### src/rtl/seq_divider_qr.sv
// seq_divider_qr: multi-cycle radix-2 restoring divider producing quotient and remainder,
// signed (truncating) or unsigned per operation. Optional macro DIV_ZERO_FLAG_EN adds div_by_zero.
module seq_divider_qr #(
    parameter int DATA_WIDTH = 32,
    parameter int CNT_WIDTH  = $clog2(DATA_WIDTH + 1)
) (
    input  logic                  CLK,
    input  logic                  RST,
    input  logic                  start,
    input  logic                  is_signed,
    input  logic [DATA_WIDTH-1:0] Operand1,
    input  logic [DATA_WIDTH-1:0] Operand2,
    output logic [DATA_WIDTH-1:0] quotient,
    output logic [DATA_WIDTH-1:0] remainder,
    output logic                  busy,
    output logic                  done
`ifdef DIV_ZERO_FLAG_EN
    ,
    output logic                  div_by_zero
`endif
);
    localparam int W = DATA_WIDTH;

    typedef enum logic [1:0] {
        ST_IDLE = 2'd0,
        ST_RUN  = 2'd1,
        ST_FIX  = 2'd2
    } state_t;

    // Magnitude of x when treated as two's complement; |MIN| = 2^(W-1) fits unsigned.
    function automatic logic [W-1:0] magnitude(input logic [W-1:0] x, input logic sgn);
        logic [W-1:0] m;
        if (sgn && x[W-1]) begin
            m = -x;
        end else begin
            m = x;
        end
        return m;
    endfunction

    function automatic logic [W-1:0] apply_sign(input logic [W-1:0] x, input logic neg);
        logic [W-1:0] v;
        if (neg) begin
            v = -x;
        end else begin
            v = x;
        end
        return v;
    endfunction

    state_t               state_r;
    state_t               state_nxt_s;
    logic [CNT_WIDTH-1:0] cnt_r;
    logic [W-1:0]         rem_r;
    logic [W-1:0]         dvd_r;
    logic [W-1:0]         bmag_r;
    logic [W-1:0]         a_raw_r;
    logic                 b_zero_r;
    logic                 sign_q_r;
    logic                 sign_r_r;
    logic [W-1:0]         quotient_r;
    logic [W-1:0]         remainder_r;
    logic                 busy_r;
    logic                 done_r;
    logic [W:0]           shifted_s;
    logic [W:0]           diff_s;
`ifdef DIV_ZERO_FLAG_EN
    logic                 dbz_r;
`endif

    // Trial subtraction for one restoring iteration; diff_s[W] is the borrow.
    always_comb begin
        shifted_s = {rem_r, dvd_r[W-1]};
        diff_s    = shifted_s - {1'b0, bmag_r};
    end

    // Next-state logic
    always_comb begin
        state_nxt_s = state_r;
        case (state_r)
            ST_IDLE: begin
                if (start) begin
`ifdef DIV_ZERO_FLAG_EN
                    if (Operand2 == {W{1'b0}}) begin
                        state_nxt_s = ST_FIX;
                    end else begin
                        state_nxt_s = ST_RUN;
                    end
`else
                    state_nxt_s = ST_RUN;
`endif
                end else begin
                    state_nxt_s = ST_IDLE;
                end
            end
            ST_RUN: begin
                if (cnt_r == CNT_WIDTH'(1)) begin
                    state_nxt_s = ST_FIX;
                end else begin
                    state_nxt_s = ST_RUN;
                end
            end
            ST_FIX:  state_nxt_s = ST_IDLE;
            default: state_nxt_s = ST_IDLE;
        endcase
    end

    // State register
    always_ff @(posedge CLK or negedge RST) begin
        if (!RST) begin
            state_r <= ST_IDLE;
        end else begin
            state_r <= state_nxt_s;
        end
    end

    // Operand capture, iteration datapath and registered results
    always_ff @(posedge CLK or negedge RST) begin
        if (!RST) begin
            cnt_r       <= {CNT_WIDTH{1'b0}};
            rem_r       <= {W{1'b0}};
            dvd_r       <= {W{1'b0}};
            bmag_r      <= {W{1'b0}};
            a_raw_r     <= {W{1'b0}};
            b_zero_r    <= 1'b0;
            sign_q_r    <= 1'b0;
            sign_r_r    <= 1'b0;
            quotient_r  <= {W{1'b0}};
            remainder_r <= {W{1'b0}};
            busy_r      <= 1'b0;
            done_r      <= 1'b0;
`ifdef DIV_ZERO_FLAG_EN
            dbz_r       <= 1'b0;
`endif
        end else begin
            done_r <= 1'b0;
            busy_r <= (state_nxt_s != ST_IDLE);
            case (state_r)
                ST_IDLE: begin
                    if (start) begin
                        a_raw_r  <= Operand1;
                        b_zero_r <= (Operand2 == {W{1'b0}});
                        sign_q_r <= is_signed & (Operand1[W-1] ^ Operand2[W-1]);
                        sign_r_r <= is_signed & Operand1[W-1];
                        dvd_r    <= magnitude(Operand1, is_signed);
                        bmag_r   <= magnitude(Operand2, is_signed);
                        rem_r    <= {W{1'b0}};
                        cnt_r    <= CNT_WIDTH'(W);
                    end
                end
                ST_RUN: begin
                    // Quotient bits shift into dvd_r as the dividend bits shift out.
                    if (!diff_s[W]) begin
                        rem_r <= diff_s[W-1:0];
                    end else begin
                        rem_r <= shifted_s[W-1:0];
                    end
                    dvd_r <= {dvd_r[W-2:0], ~diff_s[W]};
                    cnt_r <= cnt_r - CNT_WIDTH'(1);
                end
                ST_FIX: begin
                    if (b_zero_r) begin
                        quotient_r  <= {W{1'b1}};
                        remainder_r <= a_raw_r;
                    end else begin
                        quotient_r  <= apply_sign(dvd_r, sign_q_r);
                        remainder_r <= apply_sign(rem_r, sign_r_r);
                    end
                    done_r <= 1'b1;
`ifdef DIV_ZERO_FLAG_EN
                    dbz_r  <= b_zero_r;
`endif
                end
                default: begin
                    done_r <= 1'b0;
                end
            endcase
        end
    end

    assign quotient  = quotient_r;
    assign remainder = remainder_r;
    assign busy      = busy_r;
    assign done      = done_r;
`ifdef DIV_ZERO_FLAG_EN
    assign div_by_zero = dbz_r;
`endif

endmodule

### config.mk
export PLATFORM = sky130hd
export DESIGN_NAME = seq_divider_qr
export DESIGN_NICKNAME = d
export VERILOG_FILES = /design/src/rtl/seq_divider_qr.sv
export SDC_FILE = /design/constraint.sdc
export NUM_CORES = 1
export LEC_CHECK = 0
export CORE_AREA = 3 3 164 166
export DETAILED_ROUTE_END_ITERATION = 8
export DIE_AREA = 0 0 167 169
export PLACE_DENSITY = 0.71
export SLEW_MARGIN = 20
export SYNTH_ARGS = -nofsm -noshare
export SYNTH_HDL_FRONTEND = slang
export SYNTH_SLANG_ARGS = --single-unit
### constraint.sdc
create_clock -name CLK -period 8.8 [get_ports CLK]
set_clock_uncertainty 0.15 [all_clocks]
set_input_delay 2.2 -clock CLK [delete_from_list [all_inputs] [get_ports CLK]]
set_output_delay 2.2 -clock CLK [all_outputs]
set_load 0.01 [all_outputs]
== Yosys cells after proc, flatten, opt, wreduce, memory -nomap -nowiden ==
Cells that the tools add are included.
Word-level totals
  flip-flop bits (word level): 205
  word-level logic and storage cells: 52
  bits of input ports: 68
Operators by class
  mux-type cells: 17
  reduce and logical (&&, ||, !) cells: 8
  bitwise gates (word level): 4
  add/sub/neg operators: 6
  eq/ne operators: 4
Operator list (count)
  $mux W32: 9
  $neg A32 Y32: 4
  $pmux W32 S2: 2
  $sub A33 B32 Y33: 1
  $logic_not A32 Y1: 1
  $pmux W6 S2: 1
  $eq A6 B1 Y1 const B: 1
  $mux W6: 1
  $sub A6 B1 Y6 const B: 1
  $pmux W2 S2: 1
  $reduce_and A2 Y1: 2
  $reduce_bool A2 Y1: 2
  $and A1 B1 Y1: 2
  $eq A2 B1 Y1 const B: 1
  $eq A2 B2 Y1 const B: 1
  $logic_and A1 B1 Y1: 2
  $logic_not A2 Y1: 1
  $mux W1: 2
  $mux W2: 1
  $ne A2 B2 Y1 const B: 1
  $not A1 Y1: 1
  $xor A1 B1 Y1: 1

== Logic depth before layout (Yosys ltp) ==
  word-level depth: 4
  gate-level depth with buffers: 14
  mapped depth without buffers: 12

== Worst setup path before layout ==
OpenSTA, ideal clock, no wires.
  path type: input to register
  start point: input port Operand1[18]
  end point: register dvd_r[28]
  buffers on the path: 0
  setup time: 137 ps
  stages: 9
  data required time: 8513 ps
  data arrival time: 4186 ps
  path slack: 4327 ps
  cell sequence: or4_1 > nor3_1 > nand2b_1 > or3_1 > nor4_1 > a21oi_1 > xor2_1 > o22ai_1 > a21oi_1
Between the ends
  longest elaborated chain between the ends: 4
Ends and longest elaborated chain
  start, declared: line 11  | input logic [DATA_WIDTH-1:0] Operand1,
  $neg A32 Y32: line 34  | m = -x;
  $mux W32: line 33  | if (sgn && x[W-1]) begin
  $mux W32: line 140  | if (start) begin
  $pmux W32 S2: line 138  | case (state_r)
  end signal, assigned: line 122  | dvd_r <= {W{1'b0}};
  end signal, assigned: line 145  | dvd_r <= magnitude(Operand1, is_signed);
  end signal, assigned: line 158  | dvd_r <= {dvd_r[W-2:0], ~diff_s[W]};
  end, declared: line 55  | logic [W-1:0] dvd_r;
Every way passes these cells. The select of a mux whose other input is x is not followed.
A chain may end at the register's enable or synchronous reset.

== Worst setup path after layout ==
  start point: input port Operand1[2]
  end point: register dvd_r[28]
Same word-level chain as after synthesis.

==> impl_metrics.env <==
export IMPL_status="completed"
export IMPL_place_congestion=0.935
export IMPL_ant_nets=0
export IMPL_cts_buffers=23
export IMPL_crit_fanout=6
export IMPL_root_buffer="clkbuf_16"
export IMPL_min_path_cells=2
export IMPL_dieWidth_um=167
export IMPL_hold_path_class="flop to flop"
export IMPL_wire_per_inst_um=17.4
export IMPL_route_vias_total=11100
export IMPL_p_leak_nw=6.36
export IMPL_area_delta_synth_final_pct=17.8
export IMPL_synth_avg_cell_area_um2=8.43
export IMPL_pre_cts_slack_ps=3280
export IMPL_cts_hold_fix_buffers=0
export IMPL_grt_first_pass_wirelength_mm=54.4
export IMPL_peakVddDrop_mv=0.181
export IMPL_syn_inst=1502
export IMPL_insertion_delay_ps=510
export IMPL_synth_ff_type="dfrtp_1"
export IMPL_grt_use_total_pct=23.1
export IMPL_htreeDepth=1
export IMPL_worst_path_max_delay_cell="clkdlybuf4s50_1"
export IMPL_fin_nets=1686
export IMPL_synth_async_reset_ratio_pct=100
export IMPL_power_density_nw_per_um2=412
export IMPL_rsz0062_at_grt="false"
export IMPL_cts_resized=0
export IMPL_hold_end="bmag_r[6]"
export IMPL_wl_mm=33.5
export IMPL_yosysTopAreaCellShare_pct=40.5
export IMPL_ys_seq_area_share_pct=40.5
export IMPL_r2r_start="dvd_r[31]"
export IMPL_ys_top_cells_by_area="dfrtp_1, nand2_1, o21ai_0"
export IMPL_critPathTopFamily="simple AND/OR/NAND/NOR gates"
export IMPL_syn_area_um2=12700
export IMPL_finalCritPeriodShare_pct=58.2
export IMPL_cts_tree="done"
export IMPL_routed_via_density=5.76
export IMPL_grt_overflow=0
export IMPL_synth_nets=1609
export IMPL_synth_common_cells="nand2_1, dfrtp_1, o21ai_0"
export IMPL_fmax_ghz=0.195
export IMPL_r2r_cells=12
export IMPL_rrSetupSlack_ps=4450
export IMPL_path_buf_inv=1
export IMPL_die_y_um=169
export IMPL_drive_above_1_share_pct=4.64
export IMPL_tns_ps=0
export IMPL_max_cap_viol_count=0
export IMPL_ios=134
export IMPL_power_mw=6.14
export IMPL_worstPathCellList="clkdlybuf4s50_1 -> or3_1 -> nor3b_1 -> nor3b_1 -> nand2_1 -> nor4_1 -> a21oi_1 -> xor2_1 -> o22ai_1 -> a21oi_1"
export IMPL_die_area_um2=28200
export IMPL_grt_max_degree=80
export IMPL_maxSlewHeadroom_pct=31.7
export IMPL_finalSetupViolCount=0
export IMPL_critPathArrivalTime_ps=5330
export IMPL_max_stage_delay_ps=530
export IMPL_final_max_slew_viol_count=0
export IMPL_min_delay_start="bmag_r[6]"
export IMPL_postCtsSetupBuffers=0
export IMPL_antenna_found_initial=1
export IMPL_synth_most_common_cell="nand2_1"
export IMPL_hold_violations=0
export IMPL_drtIter0Drc=947
export IMPL_yosysTopAreaCell="dfrtp_1"
export IMPL_dr_pass1_iters=7
export IMPL_endpoint_kind="flop"
export IMPL_crit_type="primary input to flop"
export IMPL_clk_pin_slew_worst_paths_ps=60
export IMPL_ys_seq_elements=205
export IMPL_rows=59
export IMPL_synth_edf_count=0
export IMPL_grt_pass1_vias=10300
export IMPL_startpoint_type="primary input"
export IMPL_core_area_um2=25800
export IMPL_reg2reg_to="rem_r[0]"
export IMPL_period_minus_slack_ps=5120
export IMPL_start_util_pct=49.1
export IMPL_drcViolationCount=0
export IMPL_yosys_cell_types_count=68
export IMPL_numPortBuffers=133
export IMPL_tightest_slew_ps=1020
export IMPL_ys_warn_count=0
export IMPL_cts_buffer_depth=3
export IMPL_hpwl_mm=24.4
export IMPL_tritoncts_num_sinks=205
export IMPL_crit_required_ps=9010
export IMPL_layout_setup_ws_ps=3680
## registers in the layout, summed over array words and instances (netlist names)
name,flops
bmag_r,32
dvd_r,32
done,1
sign_r_r,1
a_raw_r,32
cnt_r,6
remainder,32
state_r,2
quotient,32
sign_q_r,1
rem_r,32
b_zero_r,1
busy,1
## how the worst max path moves through the flow
| stage | start | end | slack (ps) | depth (start not counted) |
|---|---|---|---|---|
| after floorplan | Operand1[18] | dvd_r[28] | 4330 | 9 |
| after global placement | Operand1[2] | dvd_r[28] | 3320 | 10 |
| after detailed placement | Operand1[2] | dvd_r[28] | 3280 | 10 |
| after CTS | Operand1[2] | dvd_r[28] | 3770 | 10 |
| after global routing | Operand1[2] | dvd_r[28] | 3370 | 10 |
| final | Operand1[2] | dvd_r[28] | 3680 | 10 |
## per-layer routing
layer / vias to the layer above / track usage, % / part of all wire [%]
li1: 5434 / - / -
met1: 5280 / 33.4 / 46
met2: 355 / 37.0 / 45
met3: 55 / 2.83 / 5.8
met4: 0 / 6.10 / 2.7
met5: - / 0 / 0
## metrics by stage
step | cell area (µm²) | hold WS, ps | std cells | util, %
after floorplan | 12700 | 295 | 1502 | -
after global placement | 14200 | 308 | 1889 | 55.0
after detailed placement | 14200 | 313 | 1889 | 55.0
after CTS | 14900 | 328 | 1929 | 57.8
after global routing | 14900 | 349 | 1930 | 57.9
final | 14900 | 326 | 1930 | 57.9
## kinds of logic after synthesis
group                      count (synthesis)  share of synthesized area [%]
and+or+nand+nor                          479                           17.0
AOI/OAI and AO/OA                        460                           21.8
DFF                                      205                           40.5
xor gates and xnor gates                 146                           10.1
buffers and inverters                    145                           4.43
adders and majority gates                 39                           3.91
muxes                                     28                           2.23
## where the power goes
group	total [mW]	internal, mW	switching (mW)
Clock	0.954	0.572	0.382
Combinational	3.33	1.47	1.86
Sequential	1.86	1.36	0.499
Total	6.14	3.40	2.74
## cell usage in the layout (no fill, tap or decap), types with 8 or more instances in the layout
cell / netlist / final
nand2_1: 246 / 245
dfrtp_1: 205 / 204
o21ai_0: 162 / 162
a21oi_1: 134 / 134
clkdlybuf4s50_1: 0 / 132
nor2_1: 106 / 102
xor2_1: 81 / 81
xnor2_1: 65 / 65
inv_1: 53 / 53
ha_1: 38 / 38
o22ai_1: 32 / 32
mux2i_1: 26 / 26
o31ai_1: 24 / 24
clkbuf_16: 0 / 23
nor3_1: 19 / 19
o41ai_1: 18 / 18
nand3_1: 19 / 18
a22oi_1: 15 / 15
or4_1: 14 / 14
nand2b_1: 14 / 14
nor4_1: 12 / 12
a21o_1: 11 / 11
buf_4: 1 / 10
a211oi_1: 8 / 8
## final cells by class
cell class                      instances  area, µm²
Timing Repair Buffer                  143       1410
Antenna cell                            1       2.50
Sequential cell                       205       5130
Clock inverter                          6       80.1
Fill cell                            2342      10900
Clock buffer                           34        657
Inverter                               54        203
Tap cell                              335        419
Multi-Input combinational cell       1152       7010
## worst reg2reg max path, stage by stage, from the launching register on
cell      delay, ps
dfrtp_1         410
inv_1           150
ha_1            260
fa_1            420
nand2b_1        210
a211oi_2        270
o211ai_2        200
o211ai_2        390
a211oi_2        170
nor3b_2         480
or2_0           740
o21ai_0         170
a22o_1          230
Note: power is estimated with default switching activity, not from simulation.
==> RTL edit: new RTL, config.mk and constraints unchanged <==
Change the parameter `DATA_WIDTH` from 32 to 16.
--- a/src/rtl/seq_divider_qr.sv
+++ b/src/rtl/seq_divider_qr.sv
@@ -1,7 +1,7 @@
 // seq_divider_qr: multi-cycle radix-2 restoring divider producing quotient and remainder,
 // signed (truncating) or unsigned per operation. Optional macro DIV_ZERO_FLAG_EN adds div_by_zero.
 module seq_divider_qr #(
-    parameter int DATA_WIDTH = 32,
+    parameter int DATA_WIDTH = 16,
     parameter int CNT_WIDTH  = $clog2(DATA_WIDTH + 1)
 ) (
     input  logic                  CLK,
Interface: changed (resized Operand1, Operand2, quotient and remainder); port bits go from 134 to 70. The function was not compared with the original's and may differ.
==> RTL edit against the unedited design <==
  * Synthesized area down 49%
  * Routed wire length down 52%
  * Total power down 50%
  * Critical endpoint is now bmag_r[14]$_DFFE_PN0P_
  * Sequential cell count down 97
  * Sequential power is 49% lower
  * Final cell count is 41% lower
  * Worst setup slack better by 0.97 ns
  * Cell area shrank 48%
  * Clock power is 58% lower
==> RTL edit: results <==
group,metric,value,unit
final_layout,diodes,0,
placement,pre_cts_ws,4.263,ns
power_and_ir_drop,power_frac_comb,0.558,
outcome,status,"finished clean",
clocking,htreeDepth,3,
final_layout,fin_cells,1142,
clocking,worstSkewPairLatency,0.36,ns
yosys,synthFlopType,"dfrtp_1",
placement,place_hpwl,12.35,mm
worst_setup_path,crit_end,"bmag_r[14]$_DFFE_PN0P_",
yosys,muxShareOfSynthArea,0.01391,
placement,io_buffers,69,
power_and_ir_drop,powerSeq,0.944,mW
power_and_ir_drop,p_sw_frac,0.4573,
global_routing,grt_pass1_wl,26.76,mm
placement,placed_cell_area,0.007440,mm^2
power_and_ir_drop,p_total,3.052,mW
global_routing,antenna_found_initial,0,
clocking,clk_pin_slew,0.08,ns
global_routing,track_usage,0.1144,
yosys,synthDistinctLibCells,63,
power_and_ir_drop,p_leak,3.322,nW
worst_hold_path,hp-start,"quotient[11]$_DFFE_PN0P_",
worst_setup_path,arrival,4.24,ns
worst_setup_path,r2r-start,"dvd_r[15]$_DFFE_PN0P_",
placement,dp.cells,1126,
worst_setup_path,cpMaxStageDelayCell,"or4_1",
final_layout,nets,861,
route,routedWlPerCell,14.05,um
final_layout,fillers,2751,
yosys,synth_xor_area_frac,0.09585,
worst_setup_path,worstPathMaxFanout,4,
yosys,synth_area_leaders,"dfrtp_1, nand2_1, o21ai_0",
yosys,ys_top_cells_by_count,"nand2_1, dfrtp_1, o21ai_0, a21oi_1, nor2_1",
global_routing,grt_start_max_net_pins,63,
worst_setup_path,cpPeakStageDelay,0.55,ns
route,drtIter0Drc,374,
sta,slew_headroom,0.3816,
placement,globalplace.congestion,0.8509,
sta,whs,0.3263,ns
route,vias,5393,
worst_setup_path,rr_endpoint,"rem_r[4]$_DFFE_PN0P_",
worst_setup_path,ff2ff_path_depth,10,
worst_hold_path,hold_end,"quotient[11]$_DFFE_PN0P_",
yosys,synth_nets,813,
power_and_ir_drop,ir_drop,0.0001727,V
yosys,synthAdderAreaFrac,0.04560,
clocking,ctsLongestPathBuffers,2,
worst_setup_path,r2r_setup_slack,5.44,ns
worst_setup_path,startpoint,"Operand2[4]",
sta,fmax,240.9,MHz
yosys,avgSynthCellArea,8.587,um^2
final_layout,drive_gt1_frac,0.04709,
route,drt-pass1-iter-count,6,
clocking,cts_inserted_buffers,9,
-- RTL edit: cell count changes after synthesis, sizes merged, moves of 48 or more --
cell | unedited run | this run
xor2 | 81 | 33
nand2 | 246 | 141
a21oi | 134 | 57
dfrtp | 205 | 108
o21ai | 166 | 82
nor2 | 106 | 50
-- RTL edit: layout make-up --
type / instances / area share
Inverter: 35 / 0.01699
Timing Repair Buffer: 75 / 0.09482
Sequential cell: 108 / 0.3495
Multi-Input combinational cell: 573 / 0.4466
Clock buffer: 9 / 0.02913
Tap cell: 335 / 0.05421
Clock inverter: 7 / 0.008738
-- RTL edit: per-layer routing --
| layer | share of wire | wire length [um] | vias up | global-route usage |
|---|---|---|---|---|
| met1 | 0.50 | 8000 | 2541 | 0.1669 |
| met4 | 0.011 | 170 | 0 | 0.02869 |
| li1 | - | - | 2698 | - |
| met5 | 0 | 0 | - | 0 |
| met2 | 0.44 | 7047 | 141 | 0.1740 |
| met3 | 0.052 | 829 | 13 | 0.02242 |
